<file path="src/rtl/mio_bus_pkg.sv">
// Shared types and address map for the MIO bus bridge.
package mio_bus_pkg;

    typedef enum logic [1:0] {
        ST_IDLE   = 2'd0,
        ST_ACCESS = 2'd1,
        ST_RESP   = 2'd2
    } state_t;

    typedef enum logic [1:0] {
        RG_RAM  = 2'd0,
        RG_GPIO = 2'd1,
        RG_CNT  = 2'd2,
        RG_NONE = 2'd3
    } region_t;

    localparam logic [31:0] GPIO_ADDR = 32'hF000_0000;
    localparam logic [31:0] CNT_ADDR  = 32'hF000_0004;

endpackage

</file>
<file path="src/rtl/mio_decode.sv">
// Combinational byte-address to region decoder; address bits [1:0] never matter.
module mio_decode
    import mio_bus_pkg::*;
#(
    parameter int RAM_AW = 10
) (
    input  logic [31:2] addr,
    output region_t     region
);

    always_comb begin
        region = RG_NONE;
        if (addr[31:RAM_AW+2] == '0) begin
            region = RG_RAM;
        end else if (addr == GPIO_ADDR[31:2]) begin
            region = RG_GPIO;
        end else if (addr == CNT_ADDR[31:2]) begin
            region = RG_CNT;
        end
    end

endmodule

</file>
<file path="src/rtl/mio_bus.sv">
// CPU memory/IO bridge: synchronous RAM with fixed wait states, GPIO, free-running counter.
//   state     | meaning
//   ST_IDLE   | waiting for CPU_MIO; peripheral accesses complete here
//   ST_ACCESS | RAM address/data presented for RAM_WAIT+1 cycles
//   ST_RESP   | MIO_ready pulse, then back to idle
module mio_bus
    import mio_bus_pkg::*;
#(
    parameter int RAM_AW   = 10,
    parameter int RAM_WAIT = 1
) (
    input  logic              clk,
    input  logic              rst,
    input  logic              CPU_MIO,
    input  logic              mem_w,
    input  logic [31:0]       cpu_addr,
    input  logic [31:0]       cpu_wdata,
    output logic [31:0]       cpu_rdata,
    output logic              MIO_ready,
    output logic [RAM_AW-1:0] ram_addr,
    output logic [31:0]       ram_wdata,
    output logic              ram_we,
    input  logic [31:0]       ram_rdata,
    input  logic [15:0]       sw,
    output logic [15:0]       led,
    output logic              bus_err
);

    localparam logic [2:0] WAIT_INIT = 3'(RAM_WAIT);

    state_t            state, state_nx;
    region_t           dec_region, lat_region;
    logic [RAM_AW-1:0] lat_word;
    logic [31:0]       lat_wdata;
    logic              lat_w;
    logic [2:0]        wait_cnt;
    logic [31:0]       counter;
    logic              accept;
    logic              unused_addr_lsb;

    assign unused_addr_lsb = ^cpu_addr[1:0];

    mio_decode #(.RAM_AW(RAM_AW)) u_decode (
        .addr   (cpu_addr[31:2]),
        .region (dec_region)
    );

    assign accept    = (state == ST_IDLE) && CPU_MIO;
    assign ram_addr  = lat_word;
    assign ram_wdata = lat_wdata;

    always_ff @(posedge clk or negedge rst) begin
        if (!rst) begin
            state <= ST_IDLE;
        end else begin
            state <= state_nx;
        end
    end

    always_comb begin
        state_nx  = state;
        MIO_ready = 1'b0;
        ram_we    = 1'b0;
        case (state)
            ST_IDLE: begin
                if (CPU_MIO) begin
                    state_nx = (dec_region == RG_RAM) ? ST_ACCESS : ST_RESP;
                end
            end
            ST_ACCESS: begin
                // the write strobe belongs to the first wait-state cycle only
                ram_we = lat_w && (lat_region == RG_RAM) && (wait_cnt == WAIT_INIT);
                if (wait_cnt == 3'd0) begin
                    state_nx = ST_RESP;
                end
            end
            ST_RESP: begin
                MIO_ready = 1'b1;
                state_nx  = ST_IDLE;
            end
            default: state_nx = ST_IDLE;
        endcase
    end

    always_ff @(posedge clk or negedge rst) begin
        if (!rst) begin
            lat_word   <= '0;
            lat_wdata  <= '0;
            lat_w      <= 1'b0;
            lat_region <= RG_RAM;
            wait_cnt   <= 3'd0;
            cpu_rdata  <= '0;
            led        <= '0;
            counter    <= '0;
            bus_err    <= 1'b0;
        end else begin
            counter <= counter + 32'd1;
            if (accept) begin
                lat_word   <= cpu_addr[RAM_AW+1:2];
                lat_wdata  <= cpu_wdata;
                lat_w      <= mem_w;
                lat_region <= dec_region;
                wait_cnt   <= WAIT_INIT;
                case (dec_region)
                    RG_GPIO: begin
                        if (mem_w) led <= cpu_wdata[15:0];
                        else       cpu_rdata <= {16'h0000, sw};
                    end
                    RG_CNT: begin
                        // a load overrides the increment scheduled above
                        if (mem_w) counter <= cpu_wdata;
                        else       cpu_rdata <= counter;
                    end
                    RG_NONE: begin
                        bus_err <= 1'b1;
                        if (!mem_w) cpu_rdata <= '0;
                    end
                    default: ;
                endcase
            end else if (state == ST_ACCESS) begin
                if (wait_cnt != 3'd0) begin
                    wait_cnt <= wait_cnt - 3'd1;
                end else if (!lat_w && (lat_region == RG_RAM)) begin
                    cpu_rdata <= ram_rdata;
                end
            end
        end
    end

endmodule

</file>
<file path="config.mk">
export PLATFORM = sky130hd
export DESIGN_NAME = mio_bus
export DESIGN_NICKNAME = d
export VERILOG_FILES = /design/src/rtl/mio_bus_pkg.sv /design/src/rtl/mio_decode.sv /design/src/rtl/mio_bus.sv
export SDC_FILE = /design/constraint.sdc
export NUM_CORES = 1
export LEC_CHECK = 0
export CAP_MARGIN = 20
export CORE_UTILIZATION = 51
export CTS_BUF_LIST = sky130_fd_sc_hd__clkbuf_8
export CTS_CLUSTER_DIAMETER = 60
export DETAILED_ROUTE_END_ITERATION = 12
export GPL_ROUTABILITY_DRIVEN = 0
export GPL_TIMING_DRIVEN = 0
export HOLD_SLACK_MARGIN = 0.15
export MAX_ROUTING_LAYER = met4
export PLACE_DENSITY = 0.93
export SYNTH_ARGS = -nofsm -noshare
export SYNTH_HDL_FRONTEND = slang
export SYNTH_SLANG_ARGS = --single-unit
</file>
<file path="constraint.sdc">
create_clock -name clk -period 5.85 [get_ports clk]
set_clock_uncertainty 0.05 [all_clocks]
set_input_delay 0.8775 -clock clk [delete_from_list [all_inputs] [get_ports clk]]
set_output_delay 0.8775 -clock clk [all_outputs]
set_load 0.01 [all_outputs]
</file>
After elaboration in Yosys (flattened, before gate mapping)
Index checks and enable logic that the tools add are counted.
{ "classes": {"add_sub_neg": 2, "n_eq_ne": 15, "mux": 23, "n_reduce_logical": 19} }
{ "op_table": {"columns": ["op", "n"], "rows": [
  ["$mux 32", 10],
  ["$pmux 32 s3", 1],
  ["$eq 30x30->1 const B", 2],
  ["$add 32x1->32 const B", 1],
  ["$logic_not 20->1", 1],
  ["$mux 2", 5],
  ["$mux 3", 3],
  ["$ne 3x3->1 const B", 3],
  ["$reduce_and 7->1", 1],
  ["$eq 2x2->1 const B", 3],
  ["$logic_not 2->1", 3],
  ["$ne 2x2->1 const B", 3],
  ["$reduce_and 2->1", 3],
  ["$reduce_bool 2->1", 3],
  ["$eq 2x1->1 const B", 2],
  ["$logic_and 1x1->1", 4],
  ["$ne 4x1->1 const B", 1],
  ["$pmux 2 s2", 1],
  ["$eq 3x1->1 const B", 1],
  ["$logic_not 3->1", 1],
  ["$mux 1", 3],
  ["$reduce_and 3->1", 1],
  ["$reduce_bool 3->1", 1],
  ["$sub 3x1->3 const B", 1],
  ["$logic_not 1->1", 1]
]} }
{ "totals": {"regBits": 131, "out_inout_bits": 93, "wordCells": 69} }

Logic depth before layout (Yosys ltp)
{ "logic_depth": {"ltp_word": 8, "depth_mapped": 8, "depth_no_buf": 7} }

By module
From an unflattened synthesis, not the netlist that was laid out.
{ "unflattened": {"hier_cells": 666, "hier_area_um2": 6132.1} }
{ "by_module_without_submodules": {"columns": ["module", "instances", "cells_per_inst", "area_each_um2"], "rows": [
  ["mio_bus", 1, 651, 6028.3],
  ["mio_decode", 1, 15, 103.8]
]} }

Worst setup path after synthesis
No wires, ideal clock.
{ "synth_path": {"path_kind": "in2reg", "start": "in cpu_addr[11]", "end": "reg led[10]", "setup_time_ps": 125, "arrival_ps": 2660, "t_required_ps": 5675, "path_slack_ps": 3015, "path_stages": 6, "cell_sequence": "or4b_1 -> nor3_1 -> nand3_1 -> nor3_2 -> buf_4 -> mux2_2"} }
{ "synth_via": {"elab_chain_len": 6} }
{ "synth_rtl": {"columns": ["element", "line_no", "source"], "rows": [
  ["start, declared", "mio_bus.sv:16", "input logic [31:0] cpu_addr,"],
  ["$eq 30x30->1", "mio_decode.sv:17", "end else if (addr == CNT_ADDR[31:2]) begin"],
  ["$mux 1", "mio_decode.sv:17", null],
  ["$mux 2 *", "mio_decode.sv:15", "end else if (addr == GPIO_ADDR[31:2]) begin"],
  ["$mux 2 *", "mio_decode.sv:13", "if (addr[31:RAM_AW+2] == '0) begin"],
  ["$eq 2x1->1 *", "mio_bus.sv:104", "case (dec_region)"],
  ["$reduce_and 3->1 (no line) *", null, null],
  ["end signal, assigned", "mio_bus.sv:106", "if (mem_w) led <= cpu_wdata[15:0];"],
  ["end, declared", "mio_bus.sv:25", "output logic [15:0] led,"]
]} }
Every way passes the cells marked *; elsewhere a longest branch is shown, timed or not.
A chain may end at the register's enable or synchronous reset.

Final worst setup path
{ "layout_path": {"start": "in cpu_addr[29]", "end": "reg cpu_rdata[23]"} }
{ "layout_via": {"elab_chain_len": 7} }
{ "layout_rtl": {"columns": ["element", "line_no", "source"], "rows": [
  ["$eq 30x30->1", "mio_decode.sv:17", null],
  ["$mux 1", "mio_decode.sv:17", null],
  ["$mux 2", "mio_decode.sv:15", null],
  ["$mux 2 *", "mio_decode.sv:13", null],
  ["$eq 2x2->1 or $eq 2x1->1 (tied branches)", "mio_bus.sv:104", null],
  ["$ne 4x1->1 (no line), or another cell as far along", null, null],
  ["$reduce_and 7->1 (no line) or $mux 32 (tied branches)", null, null],
  ["end signal, assigned", "mio_bus.sv:107", "else cpu_rdata <= {16'h0000, sw};"],
  ["end signal, assigned", "mio_bus.sv:112", "else cpu_rdata <= counter;"],
  ["end signal, assigned", "mio_bus.sv:124", "cpu_rdata <= ram_rdata;"],
  ["end, declared", "mio_bus.sv:18", "output logic [31:0] cpu_rdata,"]
]} }
Marked as above.

==> out/qor.yml <==
placement:
  io_buffers: 206
  preCtsSetupSlack_ns: 1.87
  placed_area_sq_mm: 0.00849
  post-place-cells: 991
  dpl.hpwl_microns: 13500
cts:
  cts_root_buffer: "clkbuf_8"
  worst_skew_pair.late_latency_ns: 0.45
  clk_pin_slew_ns: 0.08
  htree_levels: 4
  cts.sinks: 131
  clk_path_buf_depth: 2
  cts_setup_buffers: 0
  hold_buffers: 0
  cts_tree: "built"
  ctsResizeCount: 0
  cts_buffers: 17
routing:
  postRouteAntennaNets: 0
  dr.pass1.iters: 6
  routed_wl_microns: 18000
  detail_route.wl_per_cell_microns: 17.6
  via_count: 5551
  via_per_inst: 5.43
  first_iter_violations: 357
  drc: 0
final_layout:
  fin_nets: 987
  n_antenna_cell: 0
  drive_gt1_share_pct: 9.89
  area_growth_pct: 42.1
  instances_no_fill: 1023
  post-route-cell-area_sq_mm: 0.00883
  post-route-util_pct: 75.7
  nFillCells: 787
floorplanning:
  boundaryPins: 209
  rows: 39
  core_sq_mm: 0.0117
  initial_core_util_pct: 53.3
  die_w_microns: 112
  dieArea_sq_mm: 0.0126
  die_h_microns: 112
sta:
  max_freq_ghz: 0.281
  hold_violations: 0
  tightestPinTransition_ns: 0.786
  timing.hold.ws_ns: 0.255
  fin_tns_setup_ns: 0
  fin_ws_ns: 2.29
  rsz0062_at_grt: "false"
  slew_headroom_pct: 47.1
  min_period_ns: 3.56
  setup_viol: 0
  fin_crit_sh_pct: 60.9
  drv_slew: 0
setup_path:
  path_class: "in2reg"
  worstSetupEndpointType: "flip-flop"
  cp_max_fo: 10
  start_kind: "input pin"
  required_ns: 6.13
  critPathArrivalTime_ns: 3.84
  rrSetupSlack_ns: 3.15
logic_synthesis:
  ys_warn_count: 0
  syn_avg_cell_area_sq_um: 9.70
  synthXorXnorAreaFrac_pct: 4.23
  synth_edf_count: 0
  synthAdderAreaFrac_pct: 0.805
  synth_top_area_share_pct: 52.7
  ys_types: 41
  syn_inst: 641
  seq_area_frac_synth_pct: 52.7
  async_flop_share_pct: 100
  synth_seq_cells: 131
  synth_flop_cell: "dfrtp_1"
  synth_compound_area_share_pct: 8.23
  synthMostInstantiatedCell: "nand2_1"
  yosys.area.top_type: "dfrtp_1"
  syn_nets: 761
  synth_area_sq_mm: 0.00622
  synthSimpleGateAreaFrac_pct: 20.9
  synthMuxAreaShare_pct: 8.88
  synth_area_leaders: "dfrtp_1 53%, nand2_1 9.5%, mux2_2 7.1%, xnor2_1 3.5%, a22o_1 2.5%"
  synth_top_family_by_area: "simple AND/OR/NAND/NOR gates"
  yosys-top-cells-count: "158 x nand2_1, 131 x dfrtp_1, 40 x nor2_1"
outcome:
  status: "finished clean"
grt:
  antenna_found_initial: 0
  grt_pass1_wl_microns: 28800
  grt_start_max_net_pins: 96
  grt.total_usage_pct: 30.7
  grt-ovfl-total: 0
  grt_pass1_vias: 5660
flow_run:
  maxCapViolCount: 0
pwr:
  power.density_mw_per_mm2: 246
  power.total_mw: 2.17
  power.leakage_nw: 3.90
  peakVddDrop_v: 0.000211
min_path:
  hp-class: "in2async"
## worst max-delay path, stage by stage
cell and delay, ns:
clkdlybuf4s50_1 0.46, nor4_1 0.72, nand2_1 0.30, a31oi_1 0.61
clkbuf_1 0.49, mux2_1 0.38
## cells in the final DEF (no fill, tap or decap), drive strengths merged, types with 4 or more instances in the layout
cell type and count:
o211ai 17, nor2b 4, dfrtp 131, clkbuf 44, clkinvlp 4, nor4 13, nor2 40, a21oi 31
and3 5, clkinv 8, a22o 18, nand3 11, nor3 13, nand2 158, or3 6, inv 31
o21ai 5, xnor2 25, buf 13, clkdlybuf4s50 205, mux2 49, xor2 5, ha 4, nand4 25
## report_power, final
part	switching [mW]	leakage [nW]	internal, mW
sequential	0.0450	1.68	0.988
clock	0.387	0.170	0.294
combinational	0.190	2.06	0.267
## layout make-up
class / count / area, sq um / share of cell area, %
flip-flops and latches: 131 / 3280 / 37.1
multi-input cells: 444 / 2670 / 30.3
repair buffers: 207 / 2090 / 23.7
clock buffers: 17 / 234 / 2.65
well taps: 143 / 179 / 2.03
plain buffers: 38 / 160 / 1.81
clock inverters: 15 / 114 / 1.29
inverters: 28 / 105 / 1.19
## routing by layer
layer,GRT usage (%),vias up,wire [microns]
met5,-,-,0
met4,12.2,0,422
met3,6.37,36,1170
met2,49.2,252,8770
met1,38.4,2621,7640
li1,-,2642,-
## state kept, by name, summed over array words and instances, names as in the netlist, 2 cells and up
signal,cells
lat_region,2
state,2
counter,32
ram_addr,10
led,16
ram_wdata,32
cpu_rdata,32
wait_cnt,3
## worst paths after layout
check                                end           from  depth (start not counted)
max                        cpu_rdata[23]   cpu_addr[29]                          6
min                         cpu_rdata[0]            rst                          1
max reg2reg                      led[14]       state[0]                          8
min reg2reg                ram_wdata[23]  ram_wdata[23]                          2
max in group asynchronous  ram_wdata[22]            rst                          2
min in group clk           ram_wdata[23]  ram_wdata[23]                          2
## cells by family after synthesis
group                      Yosys count
xor gates and xnor gates            30
muxes                               49
adders and majority gates            4
and+or+nand+nor                    284
AOI/OAI and AO/OA                   77
buffers and inverters               66
DFF                                131
No activity file was read; power rests on OpenSTA's default activity.
==> patch 1 (same settings) <==
Put one more register stage on the output `bus_err`, with the module's reset. The value now appears one clock later. The other outputs are not delayed to match.
--- a/src/rtl/mio_bus.sv
+++ b/src/rtl/mio_bus.sv
@@ -29,2 +29,4 @@
     localparam logic [2:0] WAIT_INIT = 3'(RAM_WAIT);
+
+    logic bus_err_s0;
 
@@ -94,3 +96,3 @@
             counter    <= '0;
-            bus_err    <= 1'b0;
+            bus_err_s0 <= 1'b0;
         end else begin
@@ -114,3 +116,3 @@
                     RG_NONE: begin
-                        bus_err <= 1'b1;
+                        bus_err_s0 <= 1'b1;
                         if (!mem_w) cpu_rdata <= '0;
@@ -129,2 +131,10 @@
 
+    always_ff @(posedge clk or negedge rst) begin
+        if (!rst) begin
+            bus_err <= '0;
+        end else begin
+            bus_err <= bus_err_s0;
+        end
+    end
+
 endmodule
Check against the original RTL: not equivalent (Yosys sat finds a counterexample within 4 cycles, from zero or initial values and one cycle with rst low).
==> patch 1 against the unedited design <==
Setup slack lost 0.90 ns; wire length grew 2.7%; sequential cell count grew 1; synthesized area grew 0.93%; first-iteration DRC count grew 64%; fmax shrank 20%; final area grew 1.4%; power grew 4.8%; critical endpoint is now cpu_rdata[27]; largest cell class unchanged.
==> patch 1: results (changes against the unedited design) <==
- The number of nets at the end of the flow was 1024 (+3.7%).
- Async set-or-reset flop fraction in the synthesized netlist: 1.000 (unchanged)
* Sequential fraction of the synthesis area: 0.5265 (-0.0008495)
* DRT iter0 DRCs: 584 (+64%)
* Largest incremental delay on the critical path: 0.49 ns (-0.23 ns)
- The leakage power total came to 3.962 nW (+1.5%).
* Proportion of layout cells with a drive suffix above 1: 0.07558 (-0.02329)
- On the critical path the largest part of the delay comes from buffers and inverters.
- After synthesis, the cell types taking the most area are sky130_fd_sc_hd__dfrtp_1, sky130_fd_sc_hd__nand2_1, sky130_fd_sc_hd__mux2_2.
* Yosys cell types: 44 (+7.3%)
- Average instance area after synthesis: 9.308 um^2 (-4.0%)
- Root Buffer Master: sky130_fd_sc_hd__clkbuf_8
- The peak supply drop was 212.2 uV (+0.67%).
- The antenna diode count is 0 (unchanged).
- Clock-pin slew was measured on the worst setup and hold paths at 0.07 ns.
* Detailed-route wire length: 18490 um (+2.7%)
- The global-route total usage across every layer is 0.3102 (+0.003136).
- Cell accounting for the most synthesized area: sky130_fd_sc_hd__dfrtp_1
- Worst setup timing slack at the placement stage: 0.9807 ns (-0.8849 ns)
- The via count of the first global-routing pass came to 5924 (+4.7%).
- The largest net degree at the start of global routing was 88 (-8.3%).
- First-pass GRT wire length: 29460 um (+2.2%)
* Net Count, Synth: 798 (+4.9%)
* Maximum fanout along the worst path: 11 (+1)
- The final standard cell count with taps included and fillers excluded is 1060 (+3.6%).
* Headroom to the max-slew limit: 0.5535 (+0.08222)
- The slowest stage of the critical path is the sky130_fd_sc_hd__a21oi_1 cell.
* Clock latency reported for the late side of the worst-skew pair: 0.45 ns (about the same)
* Final hold vios: 0 (unchanged)
* Port buffer count: 206 (unchanged)
- The half-perimeter wire length after detailed placement is 13380 um (-0.97%).
* Deepest level of the CTS H-tree: 4 (unchanged)
* Vias/cell: 5.630 (+3.8%)
- The signal arrival time at the worst endpoint came to 4.74 ns (+0.90 ns).
- Cts bufs inserted: 17 (unchanged)
- The total setup buffers inserted after CTS was 0 (unchanged).
- The first-pass iteration count of the detailed router was 6 (unchanged).
- Result of the run: finished clean
- Sorting the synthesized cells by how often they occur yields sky130_fd_sc_hd__nand2_1, sky130_fd_sc_hd__dfrtp_1, sky130_fd_sc_hd__clkbuf_1.
- The number of instances in the placed design was 1028 (+3.7%).
* Max Buffers Root-to-Sink: 2 (unchanged)
- Post-DP Area: 8548 um^2 (+0.74%)
[patch 1: cells by family after synthesis]
logic type / synth area share
AO/OA/AOI/OAI: 0.1171
AND/OR/NAND/NOR: 0.2304
adder cells (fa/ha/maj): 0.01596
XOR/XNOR: 0.04188
buffers and inverters: 0.03411
multiplexers: 0.03411
flip-flops: 0.5265
[patch 1: through the flow]
| step | hold WS (ns) | util |
|---|---|---|
| CTS | 0.2973 | 0.7457 |
| global route | 0.3247 | 0.7457 |
| global placement | 0.3181 | 0.7093 |
| floorplan | 0.3054 | - |
| finish | 0.3023 | 0.7457 |
| detailed placement | 0.3268 | 0.7117 |
[patch 1: layout make-up]
class,instances,area (um^2)
repair buffers,207,2091
flip-flops and latches,132,3303
fillers,865,3054
plain buffers,44,195.2
well taps,147,183.9
clock buffers,18,247.7
clock inverters,14,161.4
multi-input cells,493,2756
inverters,5,18.77
[patch 1: where the power goes]
part	switching (W)	internal (W)
Combinational	0.000196	0.000251
Clock	0.000364	0.000429
Sequential	0.0000451	0.000990
Total	0.000605	0.00167
[patch 1: path summary, 6_finish.rpt]
| check | startpoint | end | slack [ns] | depth (start not counted) |
|---|---|---|---|---|
| setup / recovery | cpu_addr[6] | cpu_rdata[27] | 1.38 | 15 |
| min in group clk | bus_err_s0 | bus_err | 0.35 | 0 |
| hold reg to reg | bus_err_s0 | bus_err | 0.35 | 0 |
| hold / removal | rst | ram_wdata[27] | 0.30 | 1 |
| setup reg to reg | state[1] | cpu_rdata[30] | 3.33 | 6 |
| max in group asynchronous | rst | counter[27] | 4.67 | 2 |
[patch 1: metal layers]
layer / GRT usage / wire [um] / vias up
met1: 0.3875 / 7948 / 2877
li1: - / - / 2770
met3: 0.05892 / 1226 / 49
met2: 0.4930 / 8732 / 272
met5: - / 0 / -
met4: 0.1430 / 582 / 0
==> patch 2 (same flow settings) <==
Without the edit above. `RAM_AW` is set to 10 in 2 places; all go to 11.
--- a/src/rtl/mio_decode.sv
+++ b/src/rtl/mio_decode.sv
@@ -4,3 +4,3 @@
 #(
-    parameter int RAM_AW = 10
+    parameter int RAM_AW = 11
 ) (
--- a/src/rtl/mio_bus.sv
+++ b/src/rtl/mio_bus.sv
@@ -8,3 +8,3 @@
 #(
-    parameter int RAM_AW   = 10,
+    parameter int RAM_AW   = 11,
     parameter int RAM_WAIT = 1
Interface: changed (resized ram_addr); port bits go from 209 to 210. No check against the original RTL was run, so the function may have changed too.
==> patch 2 against the unedited design <==
Wire length rose by 5.9%; final area rose by 0.48%; clock power shrank 0.7%; power shrank 0.53%; the flow now finishes with violations (DRC); non-clock buffer count is 4 higher; count of clock-buffer cells in the layout rose by 2; sequential cell count grew 1; setup slack improved by 0.37 ns; critical path depth down 2; synthesized area up 0.54%; utilization shrank 1.5 points; via count increased by 7.0%.
==> patch 2: results (changes against the unedited design) <==
- The fraction of final layout cells sized beyond drive strength 1 was 0.08195 (-0.01691).
* Average instance area after synthesis: 9.426 um^2 (-2.8%)
- The starting DRC count in detailed routing came to 550 (+54%).
* Part of the cycle the worst path needs: 0.5457 (-0.06328)
- Internal cell power: 0.001582 W (+2.1%)
- Post-route DRC: 1 (+1)
- Number of vias after detailed routing: 5941 (+7.0%)
- Number of cell instances on the worst register-to-register path: 6 (-2)
- The distinct cell type count of the synthesized netlist is 46 (+12%).
- By count the netlist is led by sky130_fd_sc_hd__nand2_1, sky130_fd_sc_hd__dfrtp_1, sky130_fd_sc_hd__nor2_1.
- The global-route total usage across every layer was 0.3167 (+0.009632).
* Largest cells by area after synthesis: sky130_fd_sc_hd__dfrtp_1, sky130_fd_sc_hd__nand2_1, sky130_fd_sc_hd__nor2_1
* Power share of the combinational group: 0.206 (-0.004)
- Port buffer count: 207 (+0.49%)
- Result of the run: complete, but fails checks
* Count of filler cells inserted in the layout: 832 (+5.7%)
- The routed wire length came to 19070 um (+5.9%).
- The signal arrival time at the worst endpoint was 2.27 ns (-1.57 ns).
* Sequential fraction of the synthesis area: 0.5285 (+0.001153)
- The largest net degree at the start of global routing is 94 (-2.1%).
* VDD IR max: 162.2 uV (-23%)
- Post-DP Area: 8534 um^2 (+0.58%)
- The worst slew margin relative to its limit is 0.4170 (-0.05423).
- On the critical path, the stage with the largest delay is an instance of sky130_fd_sc_hd__or4b_4.
* End of the critical path: ram_we
- The half-perimeter wire length after detailed placement came to 14010 um (+3.7%).
- In this run the worst setup path begins at state[1].
* Reported leakage power: 3.897 nW (-0.14%)
- The pre-CTS worst setup slack was 2.246 ns (+0.3803 ns).
- The worst hold margin is 0.2808 ns (+0.02608 ns).
- The power density over the cells came to 243.3 nW/um^2 (-1.0%).
- Placed insts: 1018 (+2.7%)
- The delay of the slowest cell on the worst path came to 0.57 ns (-0.15 ns).
- Number of nets in the layout: 1010 (+2.3%)
* Violated checks: DRC
- First-pass GRT wire length: 29850 um (+3.6%)
- Area delta synth->final: 42.02% (about the same)
- Drt first pass iters: 9 (+3)
* Net Count, Synth: 783 (+2.9%)
* Routed length per instance: 18.16 um (+3.2%)
==> patch 2: final cells by class <==
cell class,count,share of cell area
timing repair buffer,208,0.2367
tap,147,0.02072
inverter,6,0.002537
multi-input combinational,484,0.3087
buffer,41,0.02072
clock inverter,13,0.009022
clock buffer,19,0.02946
sequential,132,0.3721
==> patch 2: kinds of logic after synthesis <==
logic type | after synthesis | synth area share
simple gates | 321 | 0.2378
flops | 132 | 0.5285
compound gates | 111 | 0.1181
buf+inv | 47 | 0.03303
xor+xnor | 30 | 0.04204
mux | 18 | 0.03243
fa+ha+maj | 4 | 0.008008
==> patch 2: routing by layer <==
| metal | GRT usage | share of wire | wire [um] |
|---|---|---|---|
| met5 | - | 0 | 0 |
| met4 | 0.1449 | 0.034 | 643 |
| met3 | 0.07552 | 0.076 | 1453 |
| met2 | 0.5070 | 0.48 | 9168 |
| met1 | 0.3821 | 0.41 | 7806 |
